`src/rtl/s2_deserializer.sv`:
```
// Serial frame receiver: reassembles address/payload frames from sen/sd and
// issues one single-cycle RB2 write per complete frame, then flags done.
module s2_deserializer #(
  parameter int ADDR_BITS = 3,
  parameter int DATA_BITS = 18,
  parameter int N_FRAMES  = 8
) (
  input  logic                 clk,
  input  logic                 rst,
  input  logic                 sen,
  input  logic                 sd,
  output logic                 RB2_RW,
  output logic [ADDR_BITS-1:0] RB2_A,
  output logic [DATA_BITS-1:0] RB2_D,
  input  logic [DATA_BITS-1:0] RB2_Q,
  output logic                 S2_done
);

  localparam int unsigned TOTAL = ADDR_BITS + DATA_BITS;
  localparam int unsigned BW    = $clog2(TOTAL + 1);
  localparam int unsigned FW    = (N_FRAMES > 1) ? $clog2(N_FRAMES) : 1;
  localparam logic [BW-1:0] A_C    = BW'(ADDR_BITS);
  localparam logic [BW-1:0] T_C    = BW'(TOTAL);
  localparam logic [FW-1:0] LAST_F = FW'(N_FRAMES - 1);

  typedef enum logic [2:0] {IDLE, ADDR, DATA, FULL, DONE} state_t;

  state_t                 state, next;
  logic [BW-1:0]          bcnt;
  logic [FW-1:0]          fcnt;
  logic [ADDR_BITS-1:0]   a_sh, a_hold;
  logic [DATA_BITS-1:0]   d_sh, d_hold;
  logic                   wr_pend;
  logic                   active, shift_a, shift_d, close, strobe_last;
  logic                   unused_q;

  assign unused_q = ^RB2_Q;
  assign S2_done  = (state == DONE);

  always_comb begin
    next        = state;
    active      = (state != DONE);
    shift_a     = active && !sen && (bcnt < A_C);
    shift_d     = active && !sen && (bcnt >= A_C) && (bcnt < T_C);
    close       = active && sen && (bcnt == T_C);
    strobe_last = active && !RB2_RW && (fcnt == LAST_F);
    if (strobe_last) begin
      next = DONE;
    end else begin
      case (state)
        IDLE: if (!sen) next = ADDR;
        ADDR: if (sen) next = IDLE;
              else if (bcnt == A_C - BW'(1)) next = DATA;
        DATA: if (sen) next = IDLE;
              else if (bcnt == T_C - BW'(1)) next = FULL;
        FULL: if (sen) next = IDLE;
        default: next = state;
      endcase
    end
  end

  // Shift registers feed separate holding registers, so a frame starting in
  // the strobe cycle never disturbs the word being written.
  always_ff @(posedge clk) begin
    if (rst) begin
      state   <= IDLE;
      bcnt    <= '0;
      fcnt    <= '0;
      a_sh    <= '0;
      d_sh    <= '0;
      a_hold  <= '0;
      d_hold  <= '0;
      wr_pend <= 1'b0;
      RB2_RW  <= 1'b1;
      RB2_A   <= '0;
      RB2_D   <= '0;
    end else begin
      state   <= next;
      RB2_RW  <= ~wr_pend;
      wr_pend <= 1'b0;
      if (wr_pend) begin
        RB2_A <= a_hold;
        RB2_D <= d_hold;
      end
      if (!RB2_RW) fcnt <= fcnt + FW'(1);
      if (shift_a) begin
        a_sh <= (a_sh << 1) | ADDR_BITS'(sd);
        bcnt <= bcnt + BW'(1);
      end
      if (shift_d) begin
        d_sh <= (d_sh << 1) | DATA_BITS'(sd);
        bcnt <= bcnt + BW'(1);
      end
      if (sen) begin
        bcnt <= '0;
        if (close) begin
          a_hold  <= a_sh;
          d_hold  <= d_sh;
          wr_pend <= 1'b1;
        end
      end
    end
  end

endmodule

```
`config.mk`:
```
export PLATFORM = sky130hd
export DESIGN_NAME = s2_deserializer
export DESIGN_NICKNAME = d
export VERILOG_FILES = /design/src/rtl/s2_deserializer.sv
export SDC_FILE = /design/constraint.sdc
export NUM_CORES = 1
export LEC_CHECK = 0
export ABC_CLOCK_PERIOD_IN_PS = 1900
export CORE_MARGIN = 2
export CORE_UTILIZATION = 55
export CTS_CLUSTER_SIZE = 20
export DETAILED_ROUTE_END_ITERATION = 10
export DONT_BUFFER_PORTS = 1
export PLACE_DENSITY = 0.82
export REMOVE_ABC_BUFFERS = 1
export SLEW_MARGIN = 20
export SYNTH_ARGS = -nofsm -noshare
export SYNTH_HDL_FRONTEND = slang
export SYNTH_SLANG_ARGS = --single-unit
```
`constraint.sdc`:
```
create_clock -name clk -period 1.9 [get_ports clk]
set_input_delay 0.38 -clock clk [delete_from_list [all_inputs] [get_ports clk]]
set_output_delay 0.38 -clock clk [all_outputs]
set_load 0.01 [all_outputs]
```
### Word-level counts from Yosys, hierarchy flattened

Index checks and enable logic that the tools add are counted.

| storage, ports and cells | value |
|---|---|
| register bits after elaboration | 76 |
| input port bits | 22 |
| output and inout port bits | 23 |
| logic and storage cells | 69 |

| cells by class | value |
|---|---|
| $add $sub $neg | 2 |
| magnitude comparators | 3 |
| eq/ne operators | 17 |
| multiplexer cells | 11 |
| bitwise logic cells | 4 |
| reduce and logical (&&, ||, !) cells | 20 |

Operator list:

| kind | number |
|---|---|
| $mux W3 | 7 |
| $or A18 B1 Y18 | 1 |
| $ne A3 B3 Y1 const B | 5 |
| $pmux W3 S4 | 1 |
| $eq A5 B5 Y1 const B | 2 |
| $mux W5 | 2 |
| $reduce_and A5 Y1 | 2 |
| $logic_and A1 B1 Y1 | 8 |
| $ne A4 B4 Y1 const B | 2 |
| $eq A3 B2 Y1 const B | 2 |
| $eq A3 B3 Y1 const B | 2 |
| $reduce_or A2 Y1 | 3 |
| $add A5 B1 Y5 const B | 1 |
| $eq A5 B2 Y1 const B | 1 |
| $ge A5 B2 Y1 const B | 1 |
| $lt A5 B2 Y1 const B | 1 |
| $lt A5 B5 Y1 const B | 1 |
| $reduce_bool A5 Y1 | 1 |
| $ne A2 B2 Y1 const B | 2 |
| $reduce_bool A4 Y1 | 1 |
| $add A3 B1 Y3 const B | 1 |
| $eq A3 B1 Y1 const B | 1 |
| $logic_not A3 Y1 | 1 |
| $or A3 B1 Y3 | 1 |
| other kinds (5) | 7 |

### Longest topological paths before layout

Gate-level depths: netlist of the first run.

| depth | value |
|---|---|
| word-level depth | 5 |
| depth in mapped cells | 7 |
| gate-level depth less buffers | 6 |

### Worst setup path after synthesis of the first run

OpenSTA, ideal clock, no wires.

| path | value |
|---|---|
| kind | reg-to-reg |
| start point | register bcnt[0] |
| end point | register d_sh[10] |
| setup time | 0.072 ns |
| arrival time | 1.689 ns |
| required time | 1.828 ns |
| path slack | 0.139 ns |
| stages on the path, launching flop included | 7 |
| path buffers | 2 |
| period minus slack after synthesis | 1.761 ns |
| cells stage by stage | dfxtp_1 -> or3_4 -> a211oi_4 -> o21a_1 -> buf_6 -> buf_12 -> mux2i_1 |

| between the ends | value |
|---|---|
| longest elaborated chain between the ends | 3 |
| elaborated cells on any way between the ends | 4 |
| classes of those cells | order compare: 2; reduce/logical: 2 |

Ends and longest elaborated chain:

| element | RTL line | RTL |
|---|---|---|
| from (decl) | 29 | `logic [BW-1:0] bcnt;` |
| from (signal assigned) | 88 | `bcnt <= bcnt + BW'(1);` |
| from (signal assigned) | 92 | `bcnt <= bcnt + BW'(1);` |
| $ge A5 B2 Y1 | 44 | `shift_d = active && !sen && (bcnt >= A_C) && (bcnt < T_C);` |
| $logic_and A1 B1 Y1 | 44 |  |
| $logic_and A1 B1 Y1 (*) | 44 |  |
| to (signal assigned) | 91 | `d_sh <= (d_sh << 1) \| DATA_BITS'(sd);` |
| to (decl) | 32 | `logic [DATA_BITS-1:0] d_sh, d_hold;` |

Every way passes the cells marked *; elsewhere a longest branch is shown, timed or not.
A chain may end at the register's enable or synchronous reset.

### Worst setup path after layout of the first run

| path | value |
|---|---|
| start point | register state[2] |
| end point | output port S2_done |

| between the ends | value |
|---|---|
| longest elaborated chain between the ends | 1 |

Ends and longest elaborated chain:

| element | RTL line | RTL |
|---|---|---|
| from (decl) | 28 | `state_t state, next;` |
| from (signal assigned) | 78 | `state <= next;` |
| $eq A3 B3 Y1 | 38 | `assign S2_done = (state == DONE);` |
| to (decl) | 16 | `output logic S2_done` |

Every way passes these cells.

==> impl_metrics.py, run 1 <==
metrics = {
    "cells_and_area": {
        "layout.nets": 327,
        "nFillCells": 449,
        "num_antenna_cells": 0,
        "area_growth_pct": 11.2,
        "drive_gt1_share_pct": 10.5,
        "finish.utilization_pct": 63.5,
    },
    "worst_setup_path": {
        "crit_chain": "nor3b_2 -> buf_4",
        "reg2reg_to": "d_sh[8]",
        "r2r-start": "bcnt[0]",
        "crit_fanout": 7,
        "ff2ff_path_depth": 5,
        "critPathSlowestCell": "nor3b_2",
        "cp.arrival_ns": 1.40,
        "slowest_delay_ns": 0.49,
        "path_class": "register to output port",
        "worst_setup_path_end_kind": "output port",
        "cp-start-kind": "register",
        "rrSetupSlack_ns": 0.19,
        "cp.required_ns": 1.52,
    },
    "timing": {
        "period_needed_ns": 1.78,
        "max_slew_margin_pct": 63.3,
        "setup_viol": 0,
        "postLayoutSetupSlackWorst_ns": 0.116,
        "hold_violations": 0,
        "maxSlewViolCount": 0,
        "fin_hold_ws_ns": 0.103,
        "fin_setup_tns_ns": 0,
        "finalCritPeriodShare_pct": 93.9,
        "final.setup_skew_ns": 0.00556,
        "worst_pin_slew_ns": 0.548,
        "fmax_mhz": 561,
        "rsz0062_at_grt": "false",
    },
    "clock_network": {
        "cts_setup_buffers": 0,
        "clock_latency_ns": 0.34,
        "postCtsHoldBufs": 0,
        "cts_tree": "yes",
        "cts_resized": 0,
        "max-clock-path-buffers": 2,
        "clock-sinks": 76,
        "cts_buffers": 9,
        "cts_root_buf": "clkbuf_8",
        "h-tree-depth": 3,
        "clkTransAtPathRegs_ns": 0.08,
    },
    "synthesis": {
        "netlist_instances": 300,
        "synth_top_cell_area_share_pct": 51.9,
        "synthArstFlopShare_pct": 0,
        "synthTopCellsByArea": "dfxtp_1 52%, mux2i_1 16%, nand2_1 5.9%",
        "ys_types": 32,
        "ys_seq_area_share_pct": 51.9,
        "avgSynthCellArea_sq_um": 9.78,
        "synth_edf_count": 0,
        "synth-seq-cells": 76,
        "yosys-top-cells-count": "76 x dfxtp_1, 46 x mux2i_1, 46 x nand2_1, 30 x nor2_1, 25 x a21oi_1",
        "ys_warn_count": 0,
        "synth_most_common_cell": "dfxtp_1",
        "ys.flop_type": "dfxtp_1",
        "synthesis.area_sq_um": 2930,
        "synth_top_cell_by_area": "dfxtp_1",
    },
    "hold_path": {
        "worst_hold_path_type": "input port to register",
        "worstHoldStart": "rst",
        "hold_path_depth": 1,
        "hold_end": "d_hold[10]",
    },
    "global_route": {
        "antenna_found_initial": 0,
        "first_global_vias": 1886,
        "grt_first_pass_wirelength_mm": 8.43,
        "grt_max_degree": 77,
        "grt.total_usage_pct": 17.7,
        "overflow": 0,
    },
    "floorplanning": {
        "core_sq_um": 5140,
        "fp.dieArea_sq_um": 5930,
        "start_util_pct": 57.1,
        "row_count": 26,
        "die_x_um": 77.0,
        "io_pins": 45,
        "fp.dieH_um": 77.0,
    },
    "run_status": {
        "status": "completed",
    },
    "route": {
        "avgRoutedWirePerCell_um": 12.8,
        "ant_nets": 0,
        "drt_wl_total_mm": 4.80,
        "drt-pass1-iter-count": 4,
        "route.detailed.drc": 0,
        "viasPerCell": 5.19,
        "drtIter0Drc": 76,
        "vias": 1940,
    },
    "power": {
        "p_leak_nw": 1.15,
        "vdd_drop_max_v": 0.000662,
        "p_per_area_nw_per_um2": 998,
    },
    "placement": {
        "routabilityCongestion": 0.706,
        "dp_worst_setup_slack_ns": 0.209,
        "io_buffers": 0,
        "hpwl_mm": 2.97,
    },
    "job": {
        "cap_violations": 0,
    },
}
## layout make-up
cell class | count | area, sq um | area share (%)
clock buffer | 10 | 138 | 4.22
tap | 70 | 87.6 | 2.69
sequential | 76 | 1520 | 46.6
timing repair buffer | 8 | 72.6 | 2.22
multi-input combinational | 201 | 1300 | 39.8
inverter | 3 | 11.3 | 0.345
clock inverter | 6 | 134 | 4.10
## logic make-up after synthesis
kind of cell    Yosys count  synth area share (%)
simple gates            113                  17.8
flops                    76                  51.9
mux                      46                  15.7
compound gates           34                  7.38
buf+inv                  23                  4.05
fa+ha+maj                 6                  2.56
xor+xnor                  2                 0.597
## flip-flops by register name (all words and copies together) (netlist names)
register  count
state         3
a_sh          3
d_sh         18
a_hold        3
RB2_D        18
d_hold       18
fcnt          3
wr_pend       1
RB2_A         3
RB2_RW        1
bcnt          5
## worst max-delay path, delay by kind of cell, from the launching register on
family,cells,cell delay (ns)
flip-flops,1,0.36
buffers and inverters,1,0.22
AND/OR/NAND/NOR,1,0.49
## per-layer routing
layer | GRT usage (%) | up-vias | share of wire [%]
met5 | 0 | - | 0
li1 | - | 995 | -
met3 | 6.47 | 7 | 4.0
met2 | 30.4 | 25 | 49
met1 | 20.0 | 913 | 46
met4 | 6.79 | 0 | 1.1
## per-stage QoR
| stage | std cells | area (sq um) | total power [mW] |
|---|---|---|---|
| 2_1_floorplan | 280 | 2830 | 1.67 |
| 3_3_place_gp | 358 | 2990 | 1.68 |
| 3_5_place_dp | 358 | 2990 | 1.68 |
| 4_1_cts | 374 | 3260 | 3.29 |
| 5_1_grt | 374 | 3260 | 3.36 |
| 6_report | 374 | 3260 | 3.25 |
## placed cells by master (no fill, tap or decap)
master / count
a2bb2oi_1: 1
dfxtp_1: 76
inv_6: 1
or3_4: 1
xor2_1: 1
nand4b_1: 1
clkbuf_8: 10
nand2_1: 46
nand3b_1: 1
xnor2_1: 1
o221a_2: 1
or3_1: 1
nor2_1: 30
nand3_1: 1
ha_1: 6
nor3b_2: 1
nor3_2: 1
o21bai_1: 1
nor3_1: 6
nand4_1: 2
buf_12: 1
nand2b_1: 21
a2111o_1: 1
a31o_2: 1
a21oi_1: 25
buf_4: 7
or3_2: 1
clkinv_2: 1
o21a_1: 2
a211oi_4: 1
mux2i_1: 46
bufinv_16: 4
o21a_2: 1
inv_1: 3
## worst max-delay path by stage
stage | from | end | slack [ns] | cells past startpoint
finish | state[2] | S2_done | 0.12 | 2
global route | state[2] | S2_done | 0.03 | 2
CTS | state[2] | S2_done | 0.10 | 2
detailed placement | bcnt[0] | d_sh[7] | 0.21 | 5
global placement | bcnt[0] | d_sh[13] | 0.25 | 5
floorplan | bcnt[0] | d_sh[0] | -0.19 | 4
## where the power goes
group	internal (mW)	leakage [nW]	switching [mW]	total [mW]
logic	0.0261	0.399	0.0145	0.0406
registers	1.60	0.613	0.00613	1.60
clock network	1.04	0.137	0.568	1.61
total	2.67	1.15	0.588	3.25
(Power assumes the default switching activity.)
==> inputs of run 2 (changes only) <==
==> constraint.sdc (replaced) <==
create_clock -name clk -period 1.9 [get_ports clk]
set_input_delay 0.19 -clock clk [delete_from_list [all_inputs] [get_ports clk]]
set_output_delay 0.19 -clock clk [all_outputs]
set_load 0.01 [all_outputs]
==> impl_metrics.py, run 2 (synthesis results as in run 1) <==
metrics = {
    "global_route": {
        "grt_use_met3_pct": 7.41,
        "met1_usage_pct": 22.4,
        "grt.total_usage_pct": 19.5,
        "top_usage_layer": "met2",
        "first_global_vias": 1972,
        "grt_max_degree": 54,
        "overflow": 0,
        "grt_first_pass_wirelength_mm": 9.11,
        "antenna_found_initial": 0,
        "met2_usage_pct": 31.9,
    },
    "worst_setup_path": {
        "cp.required_ns": 2.17,
        "ff2ff_path_depth": 5,
        "endpoint": "d_sh[14]",
        "cp.arrival_ns": 2.00,
        "cp-start-kind": "register",
        "startpoint": "bcnt[0]",
        "r2r-start": "bcnt[0]",
        "crit_fanout": 18,
        "rrSetupSlack_ns": 0.17,
        "worst_setup_path_end_kind": "register",
        "reg2reg_to": "d_sh[14]",
        "path_class": "register to register",
    },
    "cells_and_area": {
        "area_growth_pct": 10.7,
        "layout.nets": 330,
        "nFillCells": 467,
        "drive_gt1_share_pct": 10.1,
        "layout_commonest_cell": "dfxtp_1",
        "final_cell_mix": "76 x dfxtp_1, 46 x mux2i_1, 46 x nand2_1",
        "reg.largest.list": "RB2_D: 18 flops, d_hold: 18 flops, d_sh: 18 flops",
        "fin_cells": 376,
        "num_antenna_cells": 0,
        "finish.utilization_pct": 63.1,
    },
    "timing": {
        "hold_violations": 0,
        "fin_hold_ws_ns": 0.0361,
        "final.setup_skew_ns": 0.00821,
        "worst_pin_slew_ns": 0.583,
        "fmax_mhz": 579,
        "fin_setup_tns_ns": 0,
        "setup_viol": 0,
        "rsz0062_at_grt": "false",
        "period_needed_ns": 1.73,
        "maxSlewViolCount": 0,
        "max_slew_margin_pct": 61.0,
        "finalCritPeriodShare_pct": 90.9,
    },
    "clock_network": {
        "postCtsHoldBufs": 3,
        "cts_buffers": 9,
        "cts_tree": "yes",
        "max-clock-path-buffers": 2,
        "clock_latency_ns": 0.35,
        "cts_setup_buffers": 0,
        "h-tree-depth": 3,
        "cts_resized": 0,
        "clock-sinks": 76,
        "clkTransAtPathRegs_ns": 0.07,
        "cts_root_buf": "clkbuf_8",
    },
    "placement": {
        "io_buffers": 0,
        "dp_cells": 358,
        "routabilityCongestion": 0.705,
        "hpwl_mm": 3.15,
    },
    "route": {
        "vias": 2000,
        "viasPerCell": 5.32,
        "avgRoutedWirePerCell_um": 14.1,
        "ant_nets": 0,
        "drt-pass1-iter-count": 5,
        "drt_wl_total_mm": 5.29,
        "drtIter0Drc": 56,
        "route.detailed.drc": 0,
    },
    "floorplanning": {
        "io_pins": 45,
        "core_sq_um": 5140,
        "start_util_pct": 57.1,
        "fp.dieArea_sq_um": 5930,
        "row_count": 26,
        "fp.dieH_um": 77.0,
        "die_x_um": 77.0,
    },
    "run_status": {
        "status": "completed",
    },
    "power": {
        "vdd_drop_max_v": 0.000639,
        "p_leak_nw": 1.14,
        "fin_total_pwr_mw": 2.99,
        "p_per_area_nw_per_um2": 921,
    },
    "job": {
        "cap_violations": 0,
    },
    "hold_path": {
        "worst_hold_path_type": "input port to register",
    },
}
run 2: cell type report:
class / instances / area (sq um) / share of cell area (%)
multi-input combinational: 201 / 1300 / 40.0
sequential: 76 / 1520 / 46.9
tap: 70 / 87.6 / 2.70
inverter: 3 / 11.3 / 0.347
clock inverter: 4 / 73.8 / 2.27
clock buffer: 11 / 141 / 4.36
timing repair buffer: 11 / 113 / 3.47
run 2: metal layers:
| metal | vias to the layer above | part of all wire, % |
|---|---|---|
| met5 | - | 0 |
| met4 | 0 | 1.7 |
| met3 | 11 | 4.2 |
| met2 | 31 | 49 |
| met1 | 955 | 45 |
| li1 | 1003 | - |
run 2: per-stage QoR:
step / area [sq um] / setup slack, ns
final: 3250 / 0.174
after CTS: 3250 / 0.180
after detailed placement: 2990 / 0.213
after floorplan: 2830 / -0.187
after global routing: 3250 / 0.0780
after global placement: 2990 / 0.251
run 2: report_power, final:
part	leakage, nW	internal [mW]	switching (mW)	total [mW]
sequential	0.613	1.60	0.00620	1.60
combinational	0.416	0.0332	0.0326	0.0657
clock	0.109	0.768	0.551	1.32
total	1.14	2.40	0.590	2.99
run 2: critical path, stage by stage (launching register included):
cell and delay, ns:
dfxtp_1 0.39, or3_4 0.42, a211oi_4 0.23, o21a_1 0.20, buf_12 0.18, mux2i_1 0.22
run 2: how the worst min path moves through the flow:
| stage | to | slack, ns | from | cells past startpoint |
|---|---|---|---|---|
| 6_report | bcnt[3] | 0.04 | sen | 2 |
| 5_1_grt | bcnt[3] | 0.02 | rst | 2 |
| 4_1_cts | d_sh[0] | 0.02 | rst | 2 |
| 3_5_place_dp | d_hold[10] | 0.27 | rst | 1 |
| 3_3_place_gp | d_hold[8] | 0.27 | rst | 1 |
| 2_1_floorplan | a_hold[0] | 0.26 | rst | 1 |
